## src/rtl/rll_key_sequencer_if.sv

```systemverilog
`timescale 1ns/1ps
`default_nettype none
// ============================================================================
//  Module   : rll_key_sequencer_if
//  Purpose  : Key-source handshake and locked-block control bundle.
//  Revision : 1.0
// ============================================================================
interface rll_key_sequencer_if #(
   parameter int KEY_WIDTH = 16,
   parameter int CHUNK_W   = 4
);
   logic                 load_start;
   logic                 kin_valid;
   logic [CHUNK_W-1:0]   kin_data;
   logic                 kin_ready;
   logic [KEY_WIDTH-1:0] key_out;
   logic                 out_enable;
   logic                 busy;
   logic                 done;
   logic                 err;
   logic                 locked_out;

   modport master (
      output load_start, kin_valid, kin_data,
      input  kin_ready, key_out, out_enable, busy, done, err, locked_out
   );

   modport slave (
      input  load_start, kin_valid, kin_data,
      output kin_ready, key_out, out_enable, busy, done, err, locked_out
   );
endinterface
`default_nettype wire

```

## src/rtl/rll_key_sequencer.sv

```systemverilog
`timescale 1ns/1ps
`default_nettype none
// ============================================================================
//  Module   : rll_key_sequencer
//  Purpose  : Loads a chunked logic-locking key, verifies its XOR-fold checksum
//             and gates the locked block's outputs. Optional: RLL_KEY_LOCKOUT_EN.
//  Revision : 1.0
// ============================================================================
module rll_key_sequencer #(
   parameter int KEY_WIDTH     = 16,
   parameter int CHUNK_W       = 4,
   parameter int SETTLE_CYCLES = 2,
   parameter int MAX_FAIL      = 3
) (
   input  wire logic          clk,
   input  wire logic          rst,
   rll_key_sequencer_if.slave bus
);
   localparam int NCHUNK = KEY_WIDTH / CHUNK_W;
   localparam int IDX_W  = $clog2(NCHUNK + 1);
   localparam int SET_W  = $clog2(SETTLE_CYCLES + 1);

   if (((KEY_WIDTH % CHUNK_W) != 0) || (SETTLE_CYCLES < 1) || (MAX_FAIL < 1)) begin : g_bad_params
      $error("rll_key_sequencer: illegal parameter combination");
   end

`ifdef RLL_KEY_LOCKOUT_EN
   localparam int FCW = ($clog2(MAX_FAIL + 1) < 2) ? 2 : $clog2(MAX_FAIL + 1);
   typedef enum logic [2:0] {
      S_IDLE    = 3'd0,
      S_LOAD    = 3'd1,
      S_CHECK   = 3'd2,
      S_SETTLE  = 3'd3,
      S_ACTIVE  = 3'd4,
      S_FAIL    = 3'd5,
      S_LOCKOUT = 3'd6
   } state_t;
`else
   typedef enum logic [2:0] {
      S_IDLE   = 3'd0,
      S_LOAD   = 3'd1,
      S_CHECK  = 3'd2,
      S_SETTLE = 3'd3,
      S_ACTIVE = 3'd4,
      S_FAIL   = 3'd5
   } state_t;
`endif

   state_t               r_state;
   logic [KEY_WIDTH-1:0] r_shadow;
   logic [CHUNK_W-1:0]   r_chk;
   logic [IDX_W-1:0]     r_idx;
   logic [SET_W-1:0]     r_settle_cnt;
   logic [KEY_WIDTH-1:0] r_key_out;
   logic                 r_out_enable;
   logic                 r_kin_ready;
   logic                 r_busy;
   logic                 r_done;
   logic                 r_err;
   logic [CHUNK_W-1:0]   w_fold;
   logic                 w_start;
`ifdef RLL_KEY_LOCKOUT_EN
   logic [FCW-1:0]       r_fail_cnt;
   logic                 r_locked_out;
`endif

   always_comb begin
      w_fold = '0;
      for (int i = 0; i < NCHUNK; i++) begin
         w_fold = w_fold ^ r_shadow[i*CHUNK_W +: CHUNK_W];
      end
   end

   // CHECK always completes; LOCKOUT only leaves through rst.
`ifdef RLL_KEY_LOCKOUT_EN
   assign w_start = bus.load_start && (r_state != S_CHECK) && (r_state != S_LOCKOUT);
`else
   assign w_start = bus.load_start && (r_state != S_CHECK);
`endif

   always_ff @(posedge clk) begin
      if (rst) begin
         r_state      <= S_IDLE;
         r_shadow     <= '0;
         r_chk        <= '0;
         r_idx        <= '0;
         r_settle_cnt <= '0;
         r_key_out    <= '0;
         r_out_enable <= 1'b0;
         r_kin_ready  <= 1'b0;
         r_busy       <= 1'b0;
         r_done       <= 1'b0;
         r_err        <= 1'b0;
`ifdef RLL_KEY_LOCKOUT_EN
         r_fail_cnt   <= '0;
         r_locked_out <= 1'b0;
`endif
      end else if (w_start) begin
         // A start (or restart) discards any partial key; key_out stays put.
         r_state      <= S_LOAD;
         r_shadow     <= '0;
         r_idx        <= '0;
         r_err        <= 1'b0;
         r_kin_ready  <= 1'b1;
         r_busy       <= 1'b1;
         r_out_enable <= 1'b0;
         r_done       <= 1'b0;
      end else begin
         case (r_state)
            S_LOAD: begin
               if (bus.kin_valid) begin
                  if (r_idx == IDX_W'(NCHUNK)) begin
                     r_chk       <= bus.kin_data;
                     r_kin_ready <= 1'b0;
                     r_state     <= S_CHECK;
                  end else begin
                     // Shifting in from the top leaves the first chunk in the LSBs.
                     r_shadow <= {bus.kin_data, r_shadow[KEY_WIDTH-1:CHUNK_W]};
                     r_idx    <= r_idx + 1'b1;
                  end
               end
            end
            S_CHECK: begin
               if (w_fold == r_chk) begin
                  r_key_out    <= r_shadow;
                  r_settle_cnt <= '0;
                  r_state      <= S_SETTLE;
`ifdef RLL_KEY_LOCKOUT_EN
                  r_fail_cnt   <= '0;
`endif
               end else begin
                  r_key_out <= '0;
                  r_err     <= 1'b1;
                  r_busy    <= 1'b0;
`ifdef RLL_KEY_LOCKOUT_EN
                  r_fail_cnt <= r_fail_cnt + 1'b1;
                  if (r_fail_cnt >= FCW'(MAX_FAIL - 1)) begin
                     r_locked_out <= 1'b1;
                     r_state      <= S_LOCKOUT;
                  end else begin
                     r_state <= S_FAIL;
                  end
`else
                  r_state   <= S_FAIL;
`endif
               end
            end
            S_SETTLE: begin
               if (r_settle_cnt == SET_W'(SETTLE_CYCLES)) begin
                  r_out_enable <= 1'b1;
                  r_done       <= 1'b1;
                  r_busy       <= 1'b0;
                  r_state      <= S_ACTIVE;
               end else begin
                  r_settle_cnt <= r_settle_cnt + 1'b1;
               end
            end
            S_FAIL: begin
               r_state <= S_IDLE;
            end
            default: begin
               r_state <= r_state;
            end
         endcase
      end
   end

   assign bus.kin_ready  = r_kin_ready;
   assign bus.key_out    = r_key_out;
   assign bus.out_enable = r_out_enable;
   assign bus.busy       = r_busy;
   assign bus.done       = r_done;
   assign bus.err        = r_err;
`ifdef RLL_KEY_LOCKOUT_EN
   assign bus.locked_out = r_locked_out;
`else
   assign bus.locked_out = 1'b0;
`endif

endmodule
`default_nettype wire
```

## src/flat_wrapper.sv

```systemverilog
// flat-port wrapper written by rule: the top's interface ports become plain ports
module rll_key_sequencer_flat 
#(
   parameter int KEY_WIDTH     = 16,
   parameter int CHUNK_W       = 4,
   parameter int SETTLE_CYCLES = 2,
   parameter int MAX_FAIL      = 3
)
  (clk, rst, bus_load_start, bus_kin_valid, bus_kin_data, bus_kin_ready, bus_key_out, bus_out_enable, bus_busy, bus_done, bus_err, bus_locked_out);
  rll_key_sequencer_if #(.KEY_WIDTH(KEY_WIDTH), .CHUNK_W(CHUNK_W)) bus_i ();
  input  wire logic clk;
  input  wire logic rst;
  input wire logic [$bits(bus_i.load_start)-1:0] bus_load_start;
  input wire logic [$bits(bus_i.kin_valid)-1:0] bus_kin_valid;
  input wire logic [$bits(bus_i.kin_data)-1:0] bus_kin_data;
  output wire logic [$bits(bus_i.kin_ready)-1:0] bus_kin_ready;
  output wire logic [$bits(bus_i.key_out)-1:0] bus_key_out;
  output wire logic [$bits(bus_i.out_enable)-1:0] bus_out_enable;
  output wire logic [$bits(bus_i.busy)-1:0] bus_busy;
  output wire logic [$bits(bus_i.done)-1:0] bus_done;
  output wire logic [$bits(bus_i.err)-1:0] bus_err;
  output wire logic [$bits(bus_i.locked_out)-1:0] bus_locked_out;
  assign bus_i.load_start = bus_load_start;
  assign bus_i.kin_valid = bus_kin_valid;
  assign bus_i.kin_data = bus_kin_data;
  assign bus_kin_ready = bus_i.kin_ready;
  assign bus_key_out = bus_i.key_out;
  assign bus_out_enable = bus_i.out_enable;
  assign bus_busy = bus_i.busy;
  assign bus_done = bus_i.done;
  assign bus_err = bus_i.err;
  assign bus_locked_out = bus_i.locked_out;
  rll_key_sequencer #(.KEY_WIDTH(KEY_WIDTH), .CHUNK_W(CHUNK_W), .SETTLE_CYCLES(SETTLE_CYCLES), .MAX_FAIL(MAX_FAIL)) u_core (.clk(clk), .rst(rst), .bus(bus_i));
endmodule
```

## config.mk

```make
export PLATFORM = sky130hd
export DESIGN_NAME = rll_key_sequencer_flat
export DESIGN_NICKNAME = d
export VERILOG_FILES = /design/src/rtl/rll_key_sequencer_if.sv /design/src/rtl/rll_key_sequencer.sv /design/src/flat_wrapper.sv
export SDC_FILE = /design/constraint.sdc
export NUM_CORES = 1
export LEC_CHECK = 0
export ABC_AREA = 1
export CAP_MARGIN = 0
export CORE_ASPECT_RATIO = 1.25
export CORE_MARGIN = 1.5
export CORE_UTILIZATION = 40
export DETAILED_ROUTE_END_ITERATION = 7
export GPL_ROUTABILITY_DRIVEN = 0
export GPL_TIMING_DRIVEN = 1
export HOLD_SLACK_MARGIN = 0.06
export SLEW_MARGIN = 15
export SYNTH_ARGS = -nofsm -noshare
export SYNTH_HDL_FRONTEND = slang
export SYNTH_SLANG_ARGS = --single-unit
```

## constraint.sdc

```tcl
create_clock -name clk -period 1.4 [get_ports clk]
set_input_delay 0.28 -clock clk [delete_from_list [all_inputs] [get_ports clk]]
set_output_delay 0.28 -clock clk [all_outputs]
set_load 0.02 [all_outputs]
```

==> run summary <==
Initial antenna violation count: 0
Static leakage: 1.349 nW
First drt pass iteration count: 4
Finished Layout Cells: 425
Warnings from Yosys: 0
F_max: 688.7 MHz
Row cnt: 29
Vias per cell: 4.861
Hold path startpoint: u_core.bus.err
Biggest area consumer among synthesized cells: dfxtp_1
XOR/XNOR share of the synthesized area: 1.691%
Wire per inst: 12.52 um
DRC: 0
Crit Path Class: flop to flop
Hold Crit Class: flop to flop
1st-iter DRT viols: 63
Count leader, synth: nand2_1
Finish-stage setup viols: 10
Simple-gate share of the synthesized area: 24.09%
Top cells by count, synth: nand2_1, dfxtp_1, a21oi_1
Critical Path RT: 1.63 ns
Number of global-route vias before repair: 1963
Root Driver: clkbuf_8
Main synth FF type: dfxtp_1
Startpoint Class: flop
Layout area overhead: 50.12%
Number of synthesized register bits: 48
Final worst setup slack: -0.05203 ns
Max_cap viols: 0
Max Fanout on Critical Path: 3
Post-Syn Area: 0.002072 mm^2
Ys async rst share: 0%
Reg-to-reg startpoint: u_core.r_shadow[15]
Starting Density: 41.08%
Worst vdd ir: 0.0007624 V
CTS tree: yes
Synth Area in Adders: 1.812%
Critical path arrival: 1.69 ns
Sequential fraction of the synthesis area: 46.38%
Failing checks: negative setup slack
Max Clock Skew: 0.006926 ns
H-tree depth: 2
Layout Nets: 374
Crit. Startpoint: u_core.r_shadow[15]
Final Max Tran Viols: 0
Main combinational cell family by area after synthesis: simple AND/OR/NAND/NOR gates
DRT Wirelength: 5323 um
DIE AREA: 0.005623 mm^2
Status: finished with violations
Ant diodes: 0
First-pass GRT wire length: 8549 um
Post-Synthesis Cells: 284
I/O pins: 30
HPWL Detailed: 3489 um
Post-Place Setup Slack: -0.1487 ns
Hold_buf cts: 0
Fin crit share: 103.7%
Die Width: 67.38 um
Max clock buf depth: 2
Fillers: 450
Number of port buffers: 28
GRT Residual Overflow: 0
Tmin final: 1.452 ns
Final ANT Viol Nets: 0
Placed Instances: 405
PD cells: 897.0 mW/mm^2
Compound-gate portion of the synthesized area: 16.61%
Number of hold violations in the final report: 0
Worst-Skew Late Latency: 0.30 ns
Syn nets: 295
Gr usage total: 20.11%
Syn_area_per_cell: 7.296 um^2
Layout cells sized above 1: 37.47%
Post-synthesis mux area share: 0%
Largest net degree at the start of global routing: 27
CTS Sinks: 48
CP endpoint kind: flop
Inserted Clock Buffers: 5
Via count: 2066
Yosys cell types: 28
Reg clk slew, reported paths: 0.08 ns
Core footprint: 0.005044 mm^2
Synth area leaders: dfxtp_1, nand2_1, a21oi_1
RSZ-0062 raised after global routing: true
Die Y: 83.47 um
EDFF count, synth: 0
Post-synth top area share: 46.38%
[timing repair]
item	4_1_cts	5_1_grt
pin swaps	12	15
gates resized for setup	57	44
endpoints found under the setup margin	60	47
gates cloned	1	1
buffers inserted	6	5
[cell usage in the layout (no fill, tap or decap), types with 7 or more instances in the layout]
cell type        synthesis  layout
dlygate4sd2_1            0      21
buf_4                    3      47
nand3_1                 11       9
inv_1                   25      17
nand2_2                  1      15
o21ai_1                 10       7
clkbuf_8                 0       7
clkdlybuf4s50_1          0       7
dfxtp_2                  0      14
inv_2                    8      13
a21oi_1                 46      40
dfxtp_1                 48      34
nand2_1                 88      73
[power by group]
part	total [mW]	switching, mW	internal (mW)	leakage (nW)
registers	1.41	0.0190	1.39	0.395
logic	0.492	0.267	0.225	0.904
clock network	0.886	0.446	0.440	0.0503
total	2.79	0.732	2.06	1.35
[sequential cells by signal, summed over array words and instances (netlist names)]
name	flops
u_core.r_state	3
u_core.bus.kin_ready	1
u_core.bus.done	1
u_core.bus.err	1
u_core.bus.busy	1
u_core.bus.key_out	16
u_core.r_shadow	16
u_core.r_settle_cnt	2
u_core.r_idx	3
u_core.r_chk	4
[final timing paths]
path / to / slack, ns / cells past startpoint
worst max-delay path: u_core.bus.busy / -0.05 / 13
worst min-delay path: u_core.bus.err / 0.45 / 2
worst max register to register: u_core.bus.busy / -0.05 / 13
worst min register to register: u_core.bus.err / 0.45 / 2
[worst max-delay path, stage by stage (launching register included)]
cell and delay [ns]:
dfxtp_2 0.35, inv_2 0.04, nand2_2 0.07, nand2_2 0.05, nand2_2 0.06, nand2_1 0.05
nand2_1 0.07, nand2_2 0.06, nor2_4 0.15, nand3_4 0.14, buf_6 0.15, nand2_2 0.04
nand2_1 0.04, a21oi_1 0.11
[through the flow]
step	power, mW	setup TNS (ns)	utilization (%)	hold WS, ns	area, um^2
finish	2.790	-0.2183	61.67	0.4543	3110
global route	2.928	-4.161	61.67	0.4742	3110
CTS	2.728	-0.1042	57.80	0.4564	2915
detailed placement	1.793	-3.816	53.68	0.4440	2708
global placement	1.790	-2.938	53.68	0.4383	2708
floorplan	1.634	0	-	0.4283	2072
[per-layer routing]
layer | wire length, um | GRT usage (%) | share of wire (%) | vias to the layer above
met5 | 0 | 0 | 0 | -
met4 | 146 | 8.905 | 2.7 | 0
met3 | 201 | 4.049 | 3.8 | 12
met2 | 2824 | 34.83 | 53 | 43
met1 | 2151 | 23.14 | 40 | 946
li1 | - | - | - | 1065
[area by class of cell]
type,count,area (um^2),share of cell area [%]
Multi-Input combinational cell,191,1085,34.88
Inverter,34,147.6,4.747
Tap cell,62,77.57,2.494
Clock buffer,7,96.34,3.097
Sequential cell,48,978.4,31.46
Timing Repair inverter,1,8.758,0.2816
Timing Repair Buffer,82,716.9,23.05
[logic make-up (layout without fill, tap and decap cells)]
kind of cell | count (synthesis) | count (layout)
other | 1 | 1
adder cells (fa/ha/maj) | 3 | 3
AND/OR/NAND/NOR | 115 | 115
AO/OA/AOI/OAI | 68 | 68
flip-flops | 48 | 48
buffers and inverters | 45 | 124
XOR/XNOR | 4 | 4
Note: power is estimated with default switching activity, not from simulation.
